File: src/rtl/sensor_seq_pkg.sv
// Shared types and constants for the sensor poll sequencer: FSM state encoding,
// UART header nibble and the channel-index width helper.
package sensor_seq_pkg;

   typedef enum logic [2:0] {
      IDLE     = 3'd0,
      SPI_REQ  = 3'd1,
      SPI_WAIT = 3'd2,
      TX_HDR   = 3'd3,
      TX_DATA  = 3'd4,
      TX_WAIT  = 3'd5,
      NEXT     = 3'd6
   } state_t;

   localparam logic [3:0] HDR_NIBBLE = 4'hA;

   // Channel index width; a single channel still needs one bit.
   function automatic int cw_of(input int n);
      return (n <= 1) ? 1 : $clog2(n);
   endfunction

endpackage

File: src/rtl/poll_tick_gen.sv
// Sweep-rate tick generator: counts 0..PERIOD_CYC-1 while enabled and flags the
// last count for one cycle; the count is held at 0 while disabled.
module poll_tick_gen #(
   parameter int CLK_FREQ_HZ = 10_000_000,
   parameter int POLL_HZ     = 1
) (
   input  logic clk,
   input  logic rst,
   input  logic enable,
   output logic tick
);

   localparam int PERIOD_CYC = CLK_FREQ_HZ / POLL_HZ;
   localparam int CNT_W      = (PERIOD_CYC > 1) ? $clog2(PERIOD_CYC) : 1;
   localparam logic [CNT_W-1:0] LAST = CNT_W'(PERIOD_CYC - 1);

   logic [CNT_W-1:0] r_cnt;
   logic             w_last;

   assign w_last = (r_cnt == LAST);
   assign tick   = enable && w_last;

   always_ff @(posedge clk or negedge rst) begin
      if (!rst) begin
         r_cnt <= '0;
      end else if (!enable || w_last) begin
         r_cnt <= '0;
      end else begin
         r_cnt <= r_cnt + CNT_W'(1);
      end
   end

endmodule

File: src/rtl/sensor_poll_sequencer.sv
// Periodic SPI sensor sweep with UART forwarding of each good sample.
// Define SENSOR_SEQ_HEADER_EN to prefix every sample byte with {4'hA, ch}.
module sensor_poll_sequencer
   import sensor_seq_pkg::*;
#(
   parameter int CLK_FREQ_HZ = 10_000_000,
   parameter int POLL_HZ     = 1,
   parameter int N_CH        = 4,
   parameter int DATA_W      = 8,
   parameter int TIMEOUT_CYC = 1024,
   localparam int CW         = cw_of(N_CH)
) (
   input  logic              clk,
   input  logic              rst,
   input  logic              enable,
   input  logic [N_CH-1:0]   ch_mask,
   input  logic              clr_flags,
   output logic              spi_start,
   output logic [CW-1:0]     spi_ch,
   input  logic              spi_done,
   input  logic [DATA_W-1:0] spi_data,
   output logic              uart_send,
   output logic [7:0]        uart_data,
   input  logic              uart_ready,
   input  logic [CW-1:0]     rd_ch,
   output logic [DATA_W-1:0] rd_value,
   output logic              sweep_done,
   output logic              overrun,
   output logic [N_CH-1:0]   err_ch
);

   localparam int XW = (DATA_W > 8) ? DATA_W : 8;
   localparam int TW = $clog2(TIMEOUT_CYC + 1);

   state_t            r_state;
   state_t            w_state_nxt;
   logic [N_CH-1:0]   r_mask;
   logic [CW-1:0]     r_ch;
   logic [TW-1:0]     r_tmo;
   logic [DATA_W-1:0] r_value [N_CH];
   logic [DATA_W-1:0] r_rd_value;
   logic              r_overrun;
   logic [N_CH-1:0]   r_err_ch;
   logic              r_after_hdr;
   logic              r_wait_seen;

   logic              w_tick;
   logic [CW:0]       w_first;
   logic [CW:0]       w_next;
   logic              w_tmo_hit;
   logic [XW-1:0]     w_ext;
   logic [N_CH-1:0]   w_err_set;
   logic              w_ovr_set;

   // Lowest set bit of m at or above 'from', returned as {found, index}.
   function automatic logic [CW:0] find_bit(input logic [N_CH-1:0] m, input int from);
      logic [CW:0] res;
      res = '0;
      for (int i = N_CH - 1; i >= 0; i--) begin
         if (m[i] && (i >= from)) res = {1'b1, CW'(i)};
      end
      return res;
   endfunction

   poll_tick_gen #(
      .CLK_FREQ_HZ (CLK_FREQ_HZ),
      .POLL_HZ     (POLL_HZ)
   ) u_tick (
      .clk    (clk),
      .rst    (rst),
      .enable (enable),
      .tick   (w_tick)
   );

   assign w_first   = find_bit(ch_mask, 0);
   assign w_next    = find_bit(r_mask, int'(r_ch) + 1);
   assign w_tmo_hit = (r_tmo == TW'(TIMEOUT_CYC - 1));
   assign w_ext     = XW'(r_value[r_ch]);
   assign w_ovr_set = w_tick && (r_state != IDLE);

   always_ff @(posedge clk or negedge rst) begin
      if (!rst) r_state <= IDLE;
      else      r_state <= w_state_nxt;
   end

   always_comb begin
      w_state_nxt = r_state;
      unique case (r_state)
         IDLE:     if (w_tick && w_first[CW]) w_state_nxt = SPI_REQ;
         SPI_REQ:  w_state_nxt = SPI_WAIT;
         SPI_WAIT: begin
            if (spi_done) begin
`ifdef SENSOR_SEQ_HEADER_EN
               w_state_nxt = TX_HDR;
`else
               w_state_nxt = TX_DATA;
`endif
            end else if (w_tmo_hit) begin
               w_state_nxt = NEXT;
            end
         end
         TX_HDR, TX_DATA: if (uart_ready) w_state_nxt = TX_WAIT;
         // The cycle right after a send pulse never counts as ready.
         TX_WAIT:  if (r_wait_seen && uart_ready) w_state_nxt = r_after_hdr ? TX_DATA : NEXT;
         NEXT:     w_state_nxt = w_next[CW] ? SPI_REQ : IDLE;
         default:  w_state_nxt = IDLE;
      endcase
   end

   always_comb begin
      spi_start  = 1'b0;
      uart_send  = 1'b0;
      uart_data  = '0;
      sweep_done = 1'b0;
      case (r_state)
         SPI_REQ: spi_start = 1'b1;
         TX_HDR: begin
            uart_send = uart_ready;
            uart_data = {HDR_NIBBLE, 4'(r_ch)};
         end
         TX_DATA: begin
            uart_send = uart_ready;
            uart_data = w_ext[7:0];
         end
         NEXT:    sweep_done = !w_next[CW];
         default: ;
      endcase
   end

   always_ff @(posedge clk or negedge rst) begin
      if (!rst) begin
         r_mask      <= '0;
         r_ch        <= '0;
         r_tmo       <= '0;
         r_after_hdr <= 1'b0;
         r_wait_seen <= 1'b0;
      end else begin
         r_wait_seen <= (r_state == TX_WAIT);
         case (r_state)
            IDLE: if (w_tick) begin
               r_mask <= ch_mask;
               r_ch   <= w_first[CW-1:0];
            end
            SPI_REQ:  r_tmo <= '0;
            SPI_WAIT: r_tmo <= r_tmo + TW'(1);
            TX_HDR:   if (uart_ready) r_after_hdr <= 1'b1;
            TX_DATA:  if (uart_ready) r_after_hdr <= 1'b0;
            NEXT:     if (w_next[CW]) r_ch <= w_next[CW-1:0];
            default: ;
         endcase
      end
   end

   always_comb begin
      w_err_set = '0;
      if ((r_state == SPI_WAIT) && !spi_done && w_tmo_hit) w_err_set[r_ch] = 1'b1;
   end

   // Sticky flags: a set in the same cycle as clr_flags wins.
   always_ff @(posedge clk or negedge rst) begin
      if (!rst) begin
         r_overrun <= 1'b0;
         r_err_ch  <= '0;
      end else begin
         r_overrun <= w_ovr_set || (r_overrun && !clr_flags);
         r_err_ch  <= w_err_set | (r_err_ch & {N_CH{!clr_flags}});
      end
   end

   always_ff @(posedge clk or negedge rst) begin
      if (!rst) begin
         for (int i = 0; i < N_CH; i++) r_value[i] <= '0;
         r_rd_value <= '0;
      end else begin
         if ((r_state == SPI_WAIT) && spi_done) r_value[r_ch] <= spi_data;
         r_rd_value <= (32'(rd_ch) < 32'(N_CH)) ? r_value[rd_ch] : '0;
      end
   end

   assign spi_ch   = r_ch;
   assign rd_value = r_rd_value;
   assign overrun  = r_overrun;
   assign err_ch   = r_err_ch;

endmodule

File: config.mk
export PLATFORM = sky130hd
export DESIGN_NAME = sensor_poll_sequencer
export DESIGN_NICKNAME = d
export VERILOG_FILES = /design/src/rtl/sensor_seq_pkg.sv /design/src/rtl/poll_tick_gen.sv /design/src/rtl/sensor_poll_sequencer.sv
export SDC_FILE = /design/constraint.sdc
export NUM_CORES = 1
export LEC_CHECK = 0
export ABC_CLOCK_PERIOD_IN_PS = 2800
export BUFFER_PORTS_ARGS = -buffer_cell sky130_fd_sc_hd__buf_2
export CAP_MARGIN = 5
export CORE_ASPECT_RATIO = 1.5
export CORE_MARGIN = 2
export CORE_UTILIZATION = 35
export DETAILED_ROUTE_END_ITERATION = 7
export PLACE_DENSITY_LB_ADDON = 0.25
export SYNTH_ARGS = -nofsm -noshare
export SYNTH_HDL_FRONTEND = slang
export SYNTH_SLANG_ARGS = --single-unit
File: constraint.sdc
create_clock -name clk -period 2.8 [get_ports clk]
set_input_delay 0.56 -clock clk [delete_from_list [all_inputs] [get_ports clk]]
set_output_delay 0.56 -clock clk [all_outputs]
set_load 0.02 [all_outputs]
* Word-level counts from Yosys, hierarchy flattened
Index checks and enable logic that the tools add are counted.
W data, S select, Z words.
** Cells by class
- Eq/ne operators :: 16
- Magnitude comparators :: 9
- Muxes and demuxes :: 40
- Reductions and logical operators :: 30
- $add $sub $neg :: 3
- Bitwise gates (word level) :: 4
** Operators by type and width (number)
- $mux W8 :: 5
- $mux W3 :: 13
- $bmux W8 S2 :: 2
- $bwmux W32 :: 1
- $add A24 B1 Y24 const B :: 1
- $eq A24 B24 Y1 const B :: 1
- $mux W24 :: 1
- $pmux W11 S2 :: 1
- $pmux W3 S6 :: 1
- $demux W8 S2 :: 1
- $pmux W8 S2 :: 1
- $logic_and A1 B1 Y1 :: 14
- $ne A2 B2 Y1 const B :: 6
- $add A11 B1 Y11 const B :: 1
- $eq A11 B10 Y1 const B :: 1
- $eq A3 B3 Y1 const B :: 3
- $mux W1 :: 7
- $eq A3 B2 Y1 const B :: 2
- $ge A1 B3 Y1 const A :: 2
- $ge A2 B3 Y1 const A :: 2
- $ge A3 B3 Y1 const B :: 2
- $mux W2 :: 3
- $not A2 Y3 :: 2
- $reduce_and A3 Y1 :: 2
- other kinds (21) :: 27
** Word-level totals
- Input bits :: 20
- Output and inout port bits :: 26
- Register bits :: 91
- Word-level logic and storage cells :: 116

* Longest topological paths before layout
- Word-level depth :: 9
- Gate-level depth with buffers :: 7
- Mapped depth without buffers :: 6

* Hierarchy
From an unflattened synthesis, not the netlist that was laid out.
** Unflattened totals
- Cell total of the unflattened synthesis :: 406
- Area, all modules :: 4548.1 um^2
** By module, submodules not included
- sensor_poll_sequencer :: times used 1, cells an instance 271, area each 3286.9 um^2, seq. area each 1651.6 um^2
- poll_tick_gen :: times used 1, cells an instance 135, area each 1261.2 um^2, seq. area each 600.6 um^2

* Least setup slack after synthesis
No wires, ideal clock.
- Path type :: flip-flop to output port
- Start :: register r_ch[1], in the netlist spi_ch[1]
- End :: output port uart_data[0]
- Required time :: 2.240 ns
- Cell stages (with the launch flop) :: 5
- Path slack :: 0.530 ns
- Data arrival time :: 1.710 ns
- Path buffers :: 2
- Path through :: dfrtp_1 clkbuf_1 buf_1 mux4_2 a32o_1
** Between the ends
- Word-level cells in the longest chain between the ends :: 5
** Ends and longest elaborated chain
- start: declaration :: line sensor_poll_sequencer.sv:38 : logic [CW-1:0] r_ch;
- start signal: assignment :: line sensor_poll_sequencer.sv:142 : r_ch <= w_first[CW-1:0];
- start signal: assignment :: line sensor_poll_sequencer.sv:148 : NEXT: if (w_next[CW]) r_ch <= w_next[CW-1:0];
- $not A2 Y3 (not written as such) :: line sensor_poll_sequencer.sv:78 : assign w_ext = XW'(r_value[r_ch]);
- $bmux W8 S2 :: line sensor_poll_sequencer.sv:78
- $mux W8 (not written as such) (2 in series) :: line sensor_poll_sequencer.sv:78
- $pmux W8 S2 :: line sensor_poll_sequencer.sv:115 : case (r_state)
- end: declaration :: line sensor_poll_sequencer.sv:23 : output logic [7:0] uart_data,
No other way between the ends. The select of a mux whose other input is x is not followed.

* Final worst setup path
- Start :: register r_ch[1], in the netlist spi_ch[1]
- End :: output port uart_data[1]
** Between the ends
- Word-level cells in the longest chain between the ends :: 5
** Ends and longest elaborated chain (line)
- $not A2 Y3 (not written as such) :: sensor_poll_sequencer.sv:78
- $bmux W8 S2 :: sensor_poll_sequencer.sv:78
- $mux W8 (not written as such) (2 in series) :: sensor_poll_sequencer.sv:78
- $pmux W8 S2 (*) :: sensor_poll_sequencer.sv:115
Every way passes the cells marked *; elsewhere a longest branch is shown, timed or not. The select of a mux whose other input is x is not followed.

==> metrics.cfg <==
[timing]
relSlewSlack = 0.513
finalClockSkew_ns = 0.00898
setup_viol = 0
finalCritPeriodShare = 0.914
fin_hold_ws_ns = 0.210
finalCriticalPeriod_ns = 2.56
rsz0062_at_grt = no
maxSlewViolCount = 0
setup_tns_ns = 0
tightest_slew_ns = 0.731
max_freq_mhz = 391
finalHoldViolCount = 0

[place]
gp_congestion = 0.836
port_buffers = 45
dp_hpwl_mm = 7.49

[synthesis]
synth-seq-cells = 90
synth_flop_cell = dfrtp_1
synth_most_common_cell = dfrtp_1
synth_common_cells = dfrtp_1 (90), mux2_2 (35), nor2_1 (35)
avgSynthCellArea_um2 = 11.5
synth_edf_count = 0
synth_cell_type_count = 55
yosys.area.top_type = dfrtp_1
postSynthCellCount = 395
synth_nets = 417
yosysSeqAreaShare = 0.497
yosysTopAreaCellShare = 0.497
synthTopCellsByArea = dfrtp_1 (50%), mux2_2 (8.7%), mux4_2 (8.0%)
mappedNetlistArea_um2 = 4530
async_flop_share = 1.00
yosysWarnings = 0

[drt]
drc = 0
firstDrtPassIters = 4
vias_per_cell = 5.42
routedWlPerCell_um = 17.1
antenna_left = 0
wirelength_mm = 10.3
num_vias = 3273
drtIter0Drc = 176

[floorplanning]
initial_core_util = 0.360
die_y_um = 143
dieArea_um2 = 13900
row_count = 50
coreArea_um2 = 12600
die_width_um = 96.9
ios = 46

[worst_setup_path]
critPathKind = reg2out
reg2reg_from = u_tick.r_cnt[0]
worst_ep_arrival_time_ns = 2.00
cp-startpoint = spi_ch[1]
worst_setup_path_start_kind = flip-flop
cp.required_ns = 2.24
critical_path.slowest_cell = dfrtp_1
path_max_fanout = 20
end_kind = primary output
crit_end = uart_data[1]
r2r_cells = 6
r2r-end = r_state[1]
crit_path_cell_trace = mux4_2 > a32o_1 > buf_2
r2r_slack_ns = 0.56
slowest_delay_ns = 0.81

[grt]
busiest_layer = met2
grt_max_degree = 45
use_met1 = 0.183
grt_overflow = 0
use_met3 = 0.0229
grt_pass1_wl_mm = 17.4
use_met2 = 0.290
antenna_found_initial = 0
grtUsageTotal = 0.158
grt_pass1_vias = 3404

[worst_hold_path]
hp-class = in2async

[power]
p_per_area_nw_per_um2 = 899
p_leak_nw = 2.31
power_mw = 4.72
ir_drop_mv = 0.485

[clock_network]
clk_pin_slew_worst_paths_ns = 0.07
clock-root-buffer = clkbuf_16
clock-sinks = 90
cts_hold_buf = 0
cts_max_level = 3
cts_tree = yes
cts_buffers = 9
clockBufferDepth = 2
clk_latency_ns = 0.34

[finish]
drive_gt1_frac = 0.295
synthToLayoutAreaGrowth_pct = 15.8
postLayoutCoreUtil = 0.417
fin_nets = 465
num_antenna_cells = 0

[run_status]
status = finished clean

[job]
max_cap_violations = 0

how the worst min path moves through the flow:
stage,slack (ns),cells after the start,start,end
after detailed placement,0.48,1,err_ch[3],err_ch[3]
after global routing,0.26,1,rst,u_tick.r_cnt[11]
after global placement,0.48,1,err_ch[3],err_ch[3]
after CTS,0.24,1,rst,u_tick.r_cnt[11]
after floorplan,0.26,0,rst,err_ch[0]
final,0.21,1,rst,u_tick.r_cnt[11]
timing repair:
item | CTS | global route
endpoints found under the setup margin | 2 | 0
endpoints found under the hold margin | 0 | 0
gates resized for setup | 1 | 0
setup buffers | 0 | 0
cells by family (layout without fill, tap and decap cells):
kind of cell	after synthesis	in the layout	synth area share
AND/OR/NAND/NOR	142	142	0.168
flip-flops	90	90	0.497
AO/OA/AOI/OAI	62	62	0.0895
multiplexers	54	54	0.174
buffers and inverters	26	79	0.0287
XOR/XNOR	19	19	0.0367
adder cells (fa/ha/maj)	2	2	0.00552
metrics by stage:
stage	setup WS, ns	instance area [µm²]	instances
5_1_grt	0.168	5250	604
6_report	0.242	5250	604
3_5_place_dp	0.363	4930	588
4_1_cts	0.228	5250	604
2_1_floorplan	0.530	4530	395
3_3_place_gp	0.423	4930	588
layer usage:
| metal | up-vias | share of wire |
|---|---|---|
| met3 | 13 | 0.033 |
| met1 | 1643 | 0.42 |
| met4 | 0 | 0.017 |
| li1 | 1547 | - |
| met2 | 70 | 0.54 |
| met5 | - | 0 |
sequential cells by signal, indices dropped and copies added (netlist names):
| signal | flops |
|---|---|
| r_mask | 3 |
| overrun | 1 |
| err_ch | 4 |
| spi_ch | 2 |
| rd_value | 8 |
| r_after_hdr | 1 |
| r_wait_seen | 1 |
| r_tmo | 11 |
| u_tick.r_cnt | 24 |
| r_value | 32 |
| r_state | 3 |
worst max-delay path: cells and delay by family, from the launching register on:
kind	cells	cell delay, ns
buf+inv	1	0.16
mux	1	0.41
compound gates	1	0.27
flops	1	0.81
power by group:
part | leakage, nW | total (mW) | internal, mW | switching [mW]
logic | 0.981 | 1.44 | 0.748 | 0.692
registers | 1.18 | 1.98 | 1.63 | 0.344
clock network | 0.149 | 1.30 | 0.784 | 0.516
cell type report:
class	instances	area [µm²]
clock buffers	10	229
clock inverters	6	88.8
fillers	1187	7330
inverters	8	30.0
multi-input cells	279	2150
flip-flops and latches	90	2250
well taps	156	195
repair buffers	55	303
cells in the final DEF, fill, tap and decap left out, types with 3 or more instances in the layout:
cell type  netlist  layout
dfrtp_1         90      89
buf_2            4      44
nor2_1          35      35
mux2_2          35      35
nand2_1         27      27
o21ai_0         23      23
nand3_1         17      17
mux4_2          16      16
nand4_1         11      11
nor3_1          11      11
xnor2_1         11      11
buf_4            0      11
nand2b_1         9       9
clkbuf_16        0       9
inv_1            8       8
xor2_1           8       8
a21oi_1          7       7
and3_1           6       6
or3_1            5       5
and2_1           3       3
and4_1           3       3
nor4_1           3       3
a32o_1           3       3
o2bb2ai_1        3       3
a21o_1           3       3
a21boi_0         3       3
o31ai_1          3       3
a31oi_1          3       3
(Power assumes the default switching activity.)
